===== src/rtl/control_sequencer.sv =====
// Hardwired control unit for the datapath: sequences fetch (T0..T2) and the
// ALU/MUL/DIV execute steps (T3..T6), deriving strobes from state and IR.
module control_sequencer #(
    parameter int REG_SEL_W  = 4,
    parameter bit CONTINUOUS = 1'b1
) (
    input  logic                 Clock,
    input  logic                 Clear,
    input  logic                 Run,
    input  logic [31:0]          IR,
    output logic                 PCout,
    output logic                 Zhiout,
    output logic                 Zlowout,
    output logic                 MDRout,
    output logic                 HIout,
    output logic                 LOout,
    output logic                 MARin,
    output logic                 Zin,
    output logic                 PCin,
    output logic                 MDRin,
    output logic                 IRin,
    output logic                 Yin,
    output logic                 HIin,
    output logic                 LOin,
    output logic                 IncPC,
    output logic                 Read,
    output logic                 ADD,
    output logic                 SUB,
    output logic                 AND,
    output logic                 OR,
    output logic                 MUL,
    output logic                 DIV,
    output logic                 Rout_en,
    output logic [REG_SEL_W-1:0] Rout_sel,
    output logic                 Rin_en,
    output logic [REG_SEL_W-1:0] Rin_sel,
    output logic                 busy,
    output logic                 done,
    output logic                 illegal
);

    typedef enum logic [3:0] {
        S_IDLE, S_T0, S_T1, S_T2, S_T3, S_T4, S_T5, S_T6, S_ILLEGAL
    } state_t;

    state_t state_q, state_d;

    logic [4:0] opcode;
    logic [3:0] ra, rb, rc;
    logic       op_add, op_sub, op_and, op_div, op_mul, op_or;
    logic       legal, is_muldiv;
    logic       unused_ir;

    assign opcode    = IR[31:27];
    assign ra        = IR[26:23];
    assign rb        = IR[22:19];
    assign rc        = IR[18:15];
    assign unused_ir = ^IR[14:0];

    assign op_add    = (opcode == 5'b00000);
    assign op_sub    = (opcode == 5'b00001);
    assign op_and    = (opcode == 5'b00010);
    assign op_div    = (opcode == 5'b00011);
    assign op_mul    = (opcode == 5'b00100);
    assign op_or     = (opcode == 5'b00101);
    assign legal     = op_add | op_sub | op_and | op_div | op_mul | op_or;
    assign is_muldiv = op_mul | op_div;

    always_ff @(posedge Clock) begin
        if (Clear) begin
            state_q <= S_IDLE;
        end else begin
            state_q <= state_d;
        end
    end

    always_comb begin
        state_d  = state_q;
        PCout    = 1'b0;
        Zhiout   = 1'b0;
        Zlowout  = 1'b0;
        MDRout   = 1'b0;
        HIout    = 1'b0;
        LOout    = 1'b0;
        MARin    = 1'b0;
        Zin      = 1'b0;
        PCin     = 1'b0;
        MDRin    = 1'b0;
        IRin     = 1'b0;
        Yin      = 1'b0;
        HIin     = 1'b0;
        LOin     = 1'b0;
        IncPC    = 1'b0;
        Read     = 1'b0;
        ADD      = 1'b0;
        SUB      = 1'b0;
        AND      = 1'b0;
        OR       = 1'b0;
        MUL      = 1'b0;
        DIV      = 1'b0;
        Rout_en  = 1'b0;
        Rout_sel = '0;
        Rin_en   = 1'b0;
        Rin_sel  = '0;
        busy     = 1'b1;
        done     = 1'b0;
        illegal  = 1'b0;

        unique case (state_q)
            S_IDLE: begin
                busy = 1'b0;
                if (Run) state_d = S_T0;
            end
            S_T0: begin
                PCout   = 1'b1;
                MARin   = 1'b1;
                IncPC   = 1'b1;
                Zin     = 1'b1;
                state_d = S_T1;
            end
            S_T1: begin
                Zlowout = 1'b1;
                PCin    = 1'b1;
                Read    = 1'b1;
                MDRin   = 1'b1;
                state_d = S_T2;
            end
            // IR is still loading here, so decoding waits until T3.
            S_T2: begin
                MDRout  = 1'b1;
                IRin    = 1'b1;
                state_d = S_T3;
            end
            S_T3: begin
                if (legal) begin
                    Rout_en  = 1'b1;
                    Rout_sel = REG_SEL_W'(rb);
                    Yin      = 1'b1;
                    state_d  = S_T4;
                end else begin
                    state_d  = S_ILLEGAL;
                end
            end
            S_T4: begin
                Rout_en  = 1'b1;
                Rout_sel = REG_SEL_W'(rc);
                Zin      = 1'b1;
                ADD      = op_add;
                SUB      = op_sub;
                AND      = op_and;
                OR       = op_or;
                MUL      = op_mul;
                DIV      = op_div;
                state_d  = S_T5;
            end
            S_T5: begin
                Zlowout = 1'b1;
                if (is_muldiv) begin
                    LOin    = 1'b1;
                    state_d = S_T6;
                end else begin
                    Rin_en  = 1'b1;
                    Rin_sel = REG_SEL_W'(ra);
                    done    = 1'b1;
                    state_d = (CONTINUOUS && Run) ? S_T0 : S_IDLE;
                end
            end
            S_T6: begin
                Zhiout  = 1'b1;
                HIin    = 1'b1;
                done    = 1'b1;
                state_d = (CONTINUOUS && Run) ? S_T0 : S_IDLE;
            end
            S_ILLEGAL: begin
                busy    = 1'b0;
                illegal = 1'b1;
            end
            default: begin
                busy    = 1'b0;
                state_d = S_IDLE;
            end
        endcase
    end

endmodule


===== config.mk =====
export PLATFORM = sky130hd
export DESIGN_NAME = control_sequencer
export DESIGN_NICKNAME = d
export VERILOG_FILES = /design/src/rtl/control_sequencer.sv
export SDC_FILE = /design/constraint.sdc
export NUM_CORES = 1
export LEC_CHECK = 0
export BUFFER_PORTS_ARGS = -buffer_cell sky130_fd_sc_hd__buf_2
export CAP_MARGIN = 20
export CORE_MARGIN = 3
export CORE_UTILIZATION = 32
export CTS_CLUSTER_SIZE = 20
export DETAILED_ROUTE_END_ITERATION = 8
export PLACE_DENSITY = 0.78
export SLEW_MARGIN = 20
export SYNTH_ARGS = -nofsm -noshare
export SYNTH_HDL_FRONTEND = slang
export SYNTH_SLANG_ARGS = --single-unit

===== constraint.sdc =====
create_clock -name Clock -period 1.7 [get_ports Clock]
set_input_delay 0.085 -clock Clock [delete_from_list [all_inputs] [get_ports Clock]]
set_output_delay 0.085 -clock Clock [all_outputs]
set_load 0.05 [all_outputs]

# Yosys cells after proc, flatten, opt, wreduce, memory -nomap -nowiden
# Cells that the tools add are included.
[totals] in_bits=35 regBits=4
[op_classes] n_eq_ne=14 muxes=31 bitwise_logic=7 reduce_logical=6
[op_table] operator="4-bit one-hot mux with 9 select lines" count=1
[op_table] operator="1-bit 2-to-1 mux" count=21
[op_table] operator="4-bit 2-to-1 mux" count=5
[op_table] operator="4-bit by 3-bit equality test with 1-bit output, second input constant" count=4
[op_table] operator="5-bit by 2-bit equality test with 1-bit output, second input constant" count=2
[op_table] operator="5-bit by 3-bit equality test with 1-bit output, second input constant" count=2
[op_table] operator="4-bit by 2-bit equality test with 1-bit output, second input constant" count=2
[op_table] operator="4-bit one-hot mux with 2 select lines" count=1
[op_table] operator="7-bit OR reduction" count=1
[op_table] operator="1-bit OR" count=6
[op_table] operator="5-bit by 1-bit equality test with 1-bit output, second input constant" count=1
[op_table] operator="5-bit logical NOT" count=1
[op_table] operator="4-bit by 1-bit equality test with 1-bit output, second input constant" count=1
[op_table] operator="4-bit equality test, second input constant" count=1
[op_table] operator="4-bit logical NOT" count=1
[op_table] operator="1-bit one-hot mux with 2 select lines" count=2
[op_table] operator="2-bit OR reduction" count=2
[op_table] operator="3-bit 2-to-1 mux" count=1
[op_table] operator="2-bit != test, second input constant" count=1
[op_table] operator="2-bit AND reduction" count=1
[op_table] operator="1-bit NOT" count=1

# Logic depth before layout (Yosys ltp)
# Gate-level depths: netlist of run 1.
[logic_depth] depth_word=8 mapped_depth=5 mapped_depth_nobuf=3

# Worst setup path before layout of run 1
# Ideal clock, no wire load.
[synth_path] path_type="flip-flop to output port" startpoint="register state_q[1]" endpoint="output port PCin" path_buffers=2 path_stages_with_launch=4 arrival_ps=2807 slack_ps=-1192 cell_sequence="dfxtp_1 -> buf_4 -> nor4b_1 -> buf_4"
[synth_between] elab_chain_cells=2
[synth_rtl] item="start: declaration" line="46" rtl="state_t state_q, state_d;"
[synth_rtl] item="start signal: assignment" line="73" rtl="state_q <= state_d;"
[synth_rtl] item="4-bit by 2-bit equality test with 1-bit output"
[synth_rtl] item="1-bit 2-to-1 mux"
[synth_rtl] item="end: declaration" line="19" rtl="output logic PCin,"
# Every way passes these cells.

# Final worst setup path of run 1
[layout_path] startpoint="register state_q[1]" endpoint="output port Rout_sel[3]"
[layout_between] elab_chain_cells=2
[layout_rtl] item="4-bit by 3-bit equality test with 1-bit output" line="109" rtl="unique case (state_q)"
[layout_rtl] item="4-bit one-hot mux with 2 select lines *" line="109"
[layout_rtl] item="end: declaration" line="34" rtl="output logic [REG_SEL_W-1:0] Rout_sel,"
# Mark *: on every way between the ends. The rest lies on a longest branch, timed or not.

==> reports/qor.yml, run 1 <==
timing:
  fin_crit_sh_pct: 94.9
  finClkSkew_ps: 3.57
  hold_violations: 0
  timing.setup.tns_ps: 0
  rsz0062_at_grt: "true"
  timing.final.max_slew_violations: 0
  fmaxAchievable_mhz: 620
  finalCriticalPeriod_ps: 1610
  setup-violations-final: 0
yosys:
  synth_common_cells: "sky130_fd_sc_hd__buf_4, sky130_fd_sc_hd__a21oi_1, sky130_fd_sc_hd__nand2_1, sky130_fd_sc_hd__nor4_1"
  yosys_most_used_dff: "sky130_fd_sc_hd__dfxtp_1"
  synth.lib_cells_used.distinct: 30
  ys_seq_elements: 4
  synthesis.area_um2: 593
  yosysWarningCount: 0
  synth_most_common_cell: "sky130_fd_sc_hd__buf_4"
  asyncSetResetFlopFracSynth_pct: 0
  post_synth.cell_area_avg_um2: 6.66
  fraction_of_the_yosys_area_taken_by_sequential_cells_pct: 13.5
  post_synth_main_area_contributors: "sky130_fd_sc_hd__dfxtp_1, sky130_fd_sc_hd__buf_4, sky130_fd_sc_hd__nor4_1"
  netlist.area_leader.share_pct: 13.5
  synth_top_cell_by_area: "sky130_fd_sc_hd__dfxtp_1"
  netlist_instances: 89
  synth_enable_flop_cells: 0
setup_path:
  timing.reg2reg.worst_path_depth: 4
  critical_path.n_buffers_inverters: 1
  r2r_path_end: "state_q[0]"
  path_max_fanout: 9
  crit_path_top_delay_cell: "sky130_fd_sc_hd__or3b_1"
  cp_cell_sequence: "or3b_1, a21oi_2, buf_2"
  critical-path-top-delay-family: "simple AND/OR/NAND/NOR gates"
  type_of_element_capturing_the_critical_path: "output port"
  crit-reg2reg-launch: "state_q[0]"
  startpoint_type: "flip-flop"
  critical_path_arrival_ps: 1530
  worst-endpoint-required_ps: 1620
  ff2ff_setup_slack_ps: 360
  critical_path_class: "reg2out"
  timing.critical_path.slowest_cell_delay_ps: 500
flow_run:
  max_cap_violations: 0
die:
  die_w_um: 49.1
  die_height_um: 49.1
  io_pins: 70
  row_count: 14
  starting_utilization_of_the_core_area_pct: 36.4
  design.core.area_mm2: 0.00163
  area_of_the_die_mm2: 0.00241
cells_and_area:
  fillerInstances: 167
  largest_registers: "state_q: 4 flops"
  final_layout_size_suffix_gt1_share_pct: 59.9
  finalNetCount: 174
  area_growth_pct: 66.0
  number_of_flip_flops_under_the_largest_register_name: 4
  antenna_cells_inserted: 0
  layout.cell_area.non_filler_um2: 985
  final-seq-area_um2: 81.3
  largest-register: "state_q"
  utilization_pct: 60.4
  multi_input_logic_area_um2: 503
route:
  finalWirelength_um: 1920
  vias: 791
  vias_per_cell: 4.91
  detail_route.first_pass.iterations: 4
  antenna_violating_nets_post_route: 0
  wire_length_per_cell_after_detailed_routing_um: 11.9
  first_iter_violations: 11
  remaining_drc_errors: 0
global_route:
  grt_max_degree: 11
  first_global_vias: 760
  grt_antenna_before_repair: 0
  globalRoute.totalOverflow: 0
  grtUsageTotal_pct: 17.1
  wire_length_of_the_first_global_routing_pass_um: 3370
min_path:
  worst_hold_startpoint: "Clear"
  worstHoldEndpoint: "state_q[3]"
  worstHoldPathType: "in2reg"
  hold-path-cell-count: 2
clock_network:
  tritoncts_clock_tree: "yes"
  clk_pin_slew_ps: 40
  numCtsBuffers: 3
  clock_sink_count: 4
  htree_num_levels: 1
  clock_tree.buffer_depth: 2
  clock_insertion_delay_worst_skew_ps: 240
  cts_hold_buffers: 0
  cts-root-buf: "sky130_fd_sc_hd__clkbuf_4"
power_and_ir_drop:
  net-switching-power_uw: 245
  power_density_mw_per_mm2: 512
  power_report.internal_total_uw: 260
  power_uw: 504
  p_leak_nw: 0.506
  clock_power_share_pct: 23.2
  power.sequential.fraction_pct: 22.6
  netSwitchingFraction_pct: 48.6
  comb_power_share_pct: 54.3
  maximum_resistive_drop_on_vdd_uv: 436
place:
  dp.final_hpwl_um: 1610
  gp_congestion: 0.770
  port-buffer-count: 52
  placedInstanceArea_um2: 936
outcome:
  status: "finished clean"
repair_timing:
item | 4_1_cts | 5_1_grt
resized for setup | 0 | 11
setup buffers | 1 | 0
endpoints found under the setup margin | 6 | 10
stage by stage:
stage | cells | hold WS [ps] | setup WS, ps
final | 161 | 31.1 | 86.1
after global routing | 161 | 25.7 | -13.5
after CTS | 161 | 22.3 | 23.0
after detailed placement | 157 | 274 | 165
after global placement | 157 | 266 | 235
after floorplan | 90 | 162 | -331
placed cells by master, fill, tap and decap left out, types with 2 or more instances in the layout:
master	instances
sky130_fd_sc_hd__a211o_1	2
sky130_fd_sc_hd__a21oi_1	3
sky130_fd_sc_hd__a21oi_2	6
sky130_fd_sc_hd__a31oi_1	2
sky130_fd_sc_hd__and2b_1	2
sky130_fd_sc_hd__and3_1	2
sky130_fd_sc_hd__buf_2	47
sky130_fd_sc_hd__buf_4	10
sky130_fd_sc_hd__clkbuf_4	5
sky130_fd_sc_hd__conb_1	2
sky130_fd_sc_hd__dfxtp_1	3
sky130_fd_sc_hd__inv_1	5
sky130_fd_sc_hd__nand2_1	8
sky130_fd_sc_hd__nand3_1	4
sky130_fd_sc_hd__nor2_1	6
sky130_fd_sc_hd__nor2b_1	2
sky130_fd_sc_hd__nor3_2	2
sky130_fd_sc_hd__nor3b_1	5
sky130_fd_sc_hd__nor4_2	5
sky130_fd_sc_hd__nor4_4	2
worst max-delay path by stage:
| stage | startpoint | end | slack [ps] | cells after the start |
|---|---|---|---|---|
| 2_1_floorplan | state_q[2] | Rin_sel[0] | -330 | 4 |
| 3_3_place_gp | state_q[0] | ADD | 240 | 3 |
| 3_5_place_dp | state_q[3] | MUL | 160 | 4 |
| 4_1_cts | state_q[1] | Rin_sel[2] | 20 | 4 |
| 5_1_grt | state_q[1] | Rin_sel[0] | -10 | 4 |
| 6_report | state_q[1] | Rout_sel[3] | 90 | 3 |
worst reg2reg max path, delay by kind of cell (launching register included):
| kind | cells | cell delay (ps) |
|---|---|---|
| buf+inv | 1 | 220 |
| simple gates | 1 | 60 |
| flops | 1 | 490 |
| compound gates | 2 | 490 |
layout make-up:
class | instances | share of cell area (%)
multi-input cells | 65 | 51.1
repair buffers | 59 | 33.0
flip-flops and latches | 4 | 8.26
well taps | 24 | 3.05
clock buffers | 3 | 2.29
inverters | 6 | 2.29
cells by family (layout without fill, tap and decap cells):
family          count (synthesis)  in the layout  share of synthesized area (%)
buf+inv                        21             68                           20.9
compound gates                 17             17                           19.8
xor+xnor                        1              1                           1.48
simple gates                   45             45                           43.7
other cells                     1              2                          0.632
flops                           4              4                           13.5
power by group through the flow:
stage	registers (mW)	clock network (mW)	logic [mW]
after global routing	0.115	0.129	0.294
after floorplan	0.108	0	0.227
final	0.114	0.117	0.274
after detailed placement	0.114	0	0.271
after CTS	0.112	0.123	0.271
after global placement	0.113	0	0.266
metal layers:
metal	wire length, um	track usage (%)	vias up
met5	0	0	-
met4	35	9.48	0
met3	90	3.06	4
met2	1000	29.9	26
met1	790	19.6	353
li1	-	-	408
Note: power is estimated with default switching activity, not from simulation.
==> run 2: changes to the inputs <==
--- a/config.mk
+++ b/config.mk
@@ -12,6 +12,7 @@
 export CTS_CLUSTER_SIZE = 20
 export DETAILED_ROUTE_END_ITERATION = 8
 export PLACE_DENSITY = 0.78
+export SKIP_CTS_REPAIR_TIMING = 1
 export SLEW_MARGIN = 20
 export SYNTH_ARGS = -nofsm -noshare
 export SYNTH_HDL_FRONTEND = slang
==> constraint.sdc (replaced) <==
create_clock -name Clock -period 1.64 [get_ports Clock]
set_input_delay 0.082 -clock Clock [delete_from_list [all_inputs] [get_ports Clock]]
set_output_delay 0.082 -clock Clock [all_outputs]
set_load 0.05 [all_outputs]
==> run 2 against run 1 <==
Critical path depth increased by 2. Clock power increased by 7%. Flip-flop and latch count unchanged. Non-clock buffer count increased by 2. First-iteration DRC count unchanged. Core utilization increased by 8.8 points. Worst hold slack got worse by 8.8 ps. Setup slack got worse by 83 ps. Combinational power increased by 9.1%. Via count increased by 3.9%. Sequential share of layout area decreased by 0.71 points.
==> reports/qor.yml, run 2 (same netlist as run 1, synthesis figures left out) <==
outcome:
  status: "finished clean"
cells_and_area:
  instances_no_fill: 163
  area_growth_pct: 90.1
  finalNetCount: 176
  utilization_pct: 69.2
  number_of_flip_flops_under_the_largest_register_name: 4
  layout.cells.most_common: "sky130_fd_sc_hd__buf_2"
  largest_registers: "state_q: 4 flops"
  largest-register: "state_q"
  final_layout_size_suffix_gt1_share_pct: 66.2
  antenna_cells_inserted: 0
  most-common-layout-cells: "sky130_fd_sc_hd__buf_2, sky130_fd_sc_hd__buf_4, sky130_fd_sc_hd__nand2_1"
place:
  port-buffer-count: 52
  pre_cts_ws_ps: 126
  dpl.cell_count: 158
  gp_congestion: 0.819
  dp.final_hpwl_um: 1730
die:
  die_w_um: 49.1
  design.core.area_mm2: 0.00163
  die_height_um: 49.1
  io_pins: 70
  starting_utilization_of_the_core_area_pct: 36.4
  row_count: 14
  area_of_the_die_mm2: 0.00241
route:
  first_iter_violations: 11
  detail_route.first_pass.iterations: 4
  vias_per_cell: 5.04
  wire_length_per_cell_after_detailed_routing_um: 12.9
  remaining_drc_errors: 0
  finalWirelength_um: 2110
  vias: 822
  antenna_violating_nets_post_route: 0
timing:
  timing.setup.tns_ps: 0
  finalCriticalPeriod_ps: 1640
  fmaxAchievable_mhz: 611
  timing.final.max_slew_violations: 0
  hold_violations: 0
  post_layout_worst_setup_margin_ps: 3.51
  finClkSkew_ps: 7.31
  fin_crit_sh_pct: 99.8
  rsz0062_at_grt: "true"
  setup-violations-final: 0
clock_network:
  cts-root-buf: "sky130_fd_sc_hd__clkbuf_4"
  htree_num_levels: 1
  numCtsBuffers: 3
  clock_tree.buffer_depth: 2
  tritoncts_clock_tree: "yes"
  clock_insertion_delay_worst_skew_ps: 240
  clk_pin_slew_ps: 30
  clock_sink_count: 4
power_and_ir_drop:
  power_density_mw_per_mm2: 481
  power_uw: 542
  maximum_resistive_drop_on_vdd_uv: 446
  p_leak_nw: 0.533
setup_path:
  worst-endpoint-required_ps: 1560
  critical_path_arrival_ps: 1550
  type_of_element_capturing_the_critical_path: "output port"
  critical_path_class: "reg2out"
  timing.reg2reg.worst_path_depth: 4
  ff2ff_setup_slack_ps: 300
  crit-reg2reg-launch: "state_q[3]"
  path_max_fanout: 5
  startpoint_type: "flip-flop"
  r2r_path_end: "state_q[2]"
global_route:
  grtUsageTotal_pct: 17.8
  first_global_vias: 801
  grt_max_degree: 11
  wire_length_of_the_first_global_routing_pass_um: 3480
  globalRoute.totalOverflow: 0
  grt_antenna_before_repair: 0
flow_run:
  max_cap_violations: 0
min_path:
  worstHoldEndpoint: "state_q[3]"
  worst_hold_startpoint: "Clear"
  worstHoldPathType: "in2reg"
  hold-path-cell-count: 2
run 2: critical path, cell delays in order (launching register included):
cell	delay [ps]
sky130_fd_sc_hd__dfxtp_2	310
sky130_fd_sc_hd__and2b_2	240
sky130_fd_sc_hd__nand4b_1	200
sky130_fd_sc_hd__buf_6	220
sky130_fd_sc_hd__nor4_4	150
sky130_fd_sc_hd__buf_6	190
run 2: how the worst max path moves through the flow:
| stage | start | to | slack, ps |
|---|---|---|---|
| floorplan | IR[28] | Rin_sel[0] | -370 |
| global placement | state_q[3] | Rout_en | 150 |
| detailed placement | state_q[3] | SUB | 130 |
| CTS | state_q[3] | SUB | -130 |
| global route | state_q[3] | DIV | -70 |
| finish | state_q[3] | SUB | 4 |
run 2: stage by stage:
stage / area, um2 / hold WS [ps]
floorplan: 718 / 159
global placement: 952 / 269
detailed placement: 952 / 271
CTS: 975 / 22.0
global route: 1130 / 23.3
finish: 1130 / 22.2
run 2: layout make-up:
| cell class | instances | area (um2) |
|---|---|---|
| multi-input cells | 65 | 576 |
| fillers | 129 | 502 |
| repair buffers | 61 | 392 |
| flip-flops and latches | 4 | 85.1 |
| well taps | 24 | 30.0 |
| clock buffers | 3 | 22.5 |
| inverters | 6 | 22.5 |
run 2: report_power, final:
part	internal, mW	leakage [nW]	switching [mW]
Sequential	0.105	0.0343	0.0127
Combinational	0.0873	0.484	0.212
Clock	0.0820	0.0138	0.0426
run 2: routing by layer:
layer	GRT usage, %	vias up	routed length (um)
li1	-	407	-
met1	18.1	372	731
met2	33.3	35	1170
met3	3.06	8	149
met4	11.4	0	52
met5	0	-	0
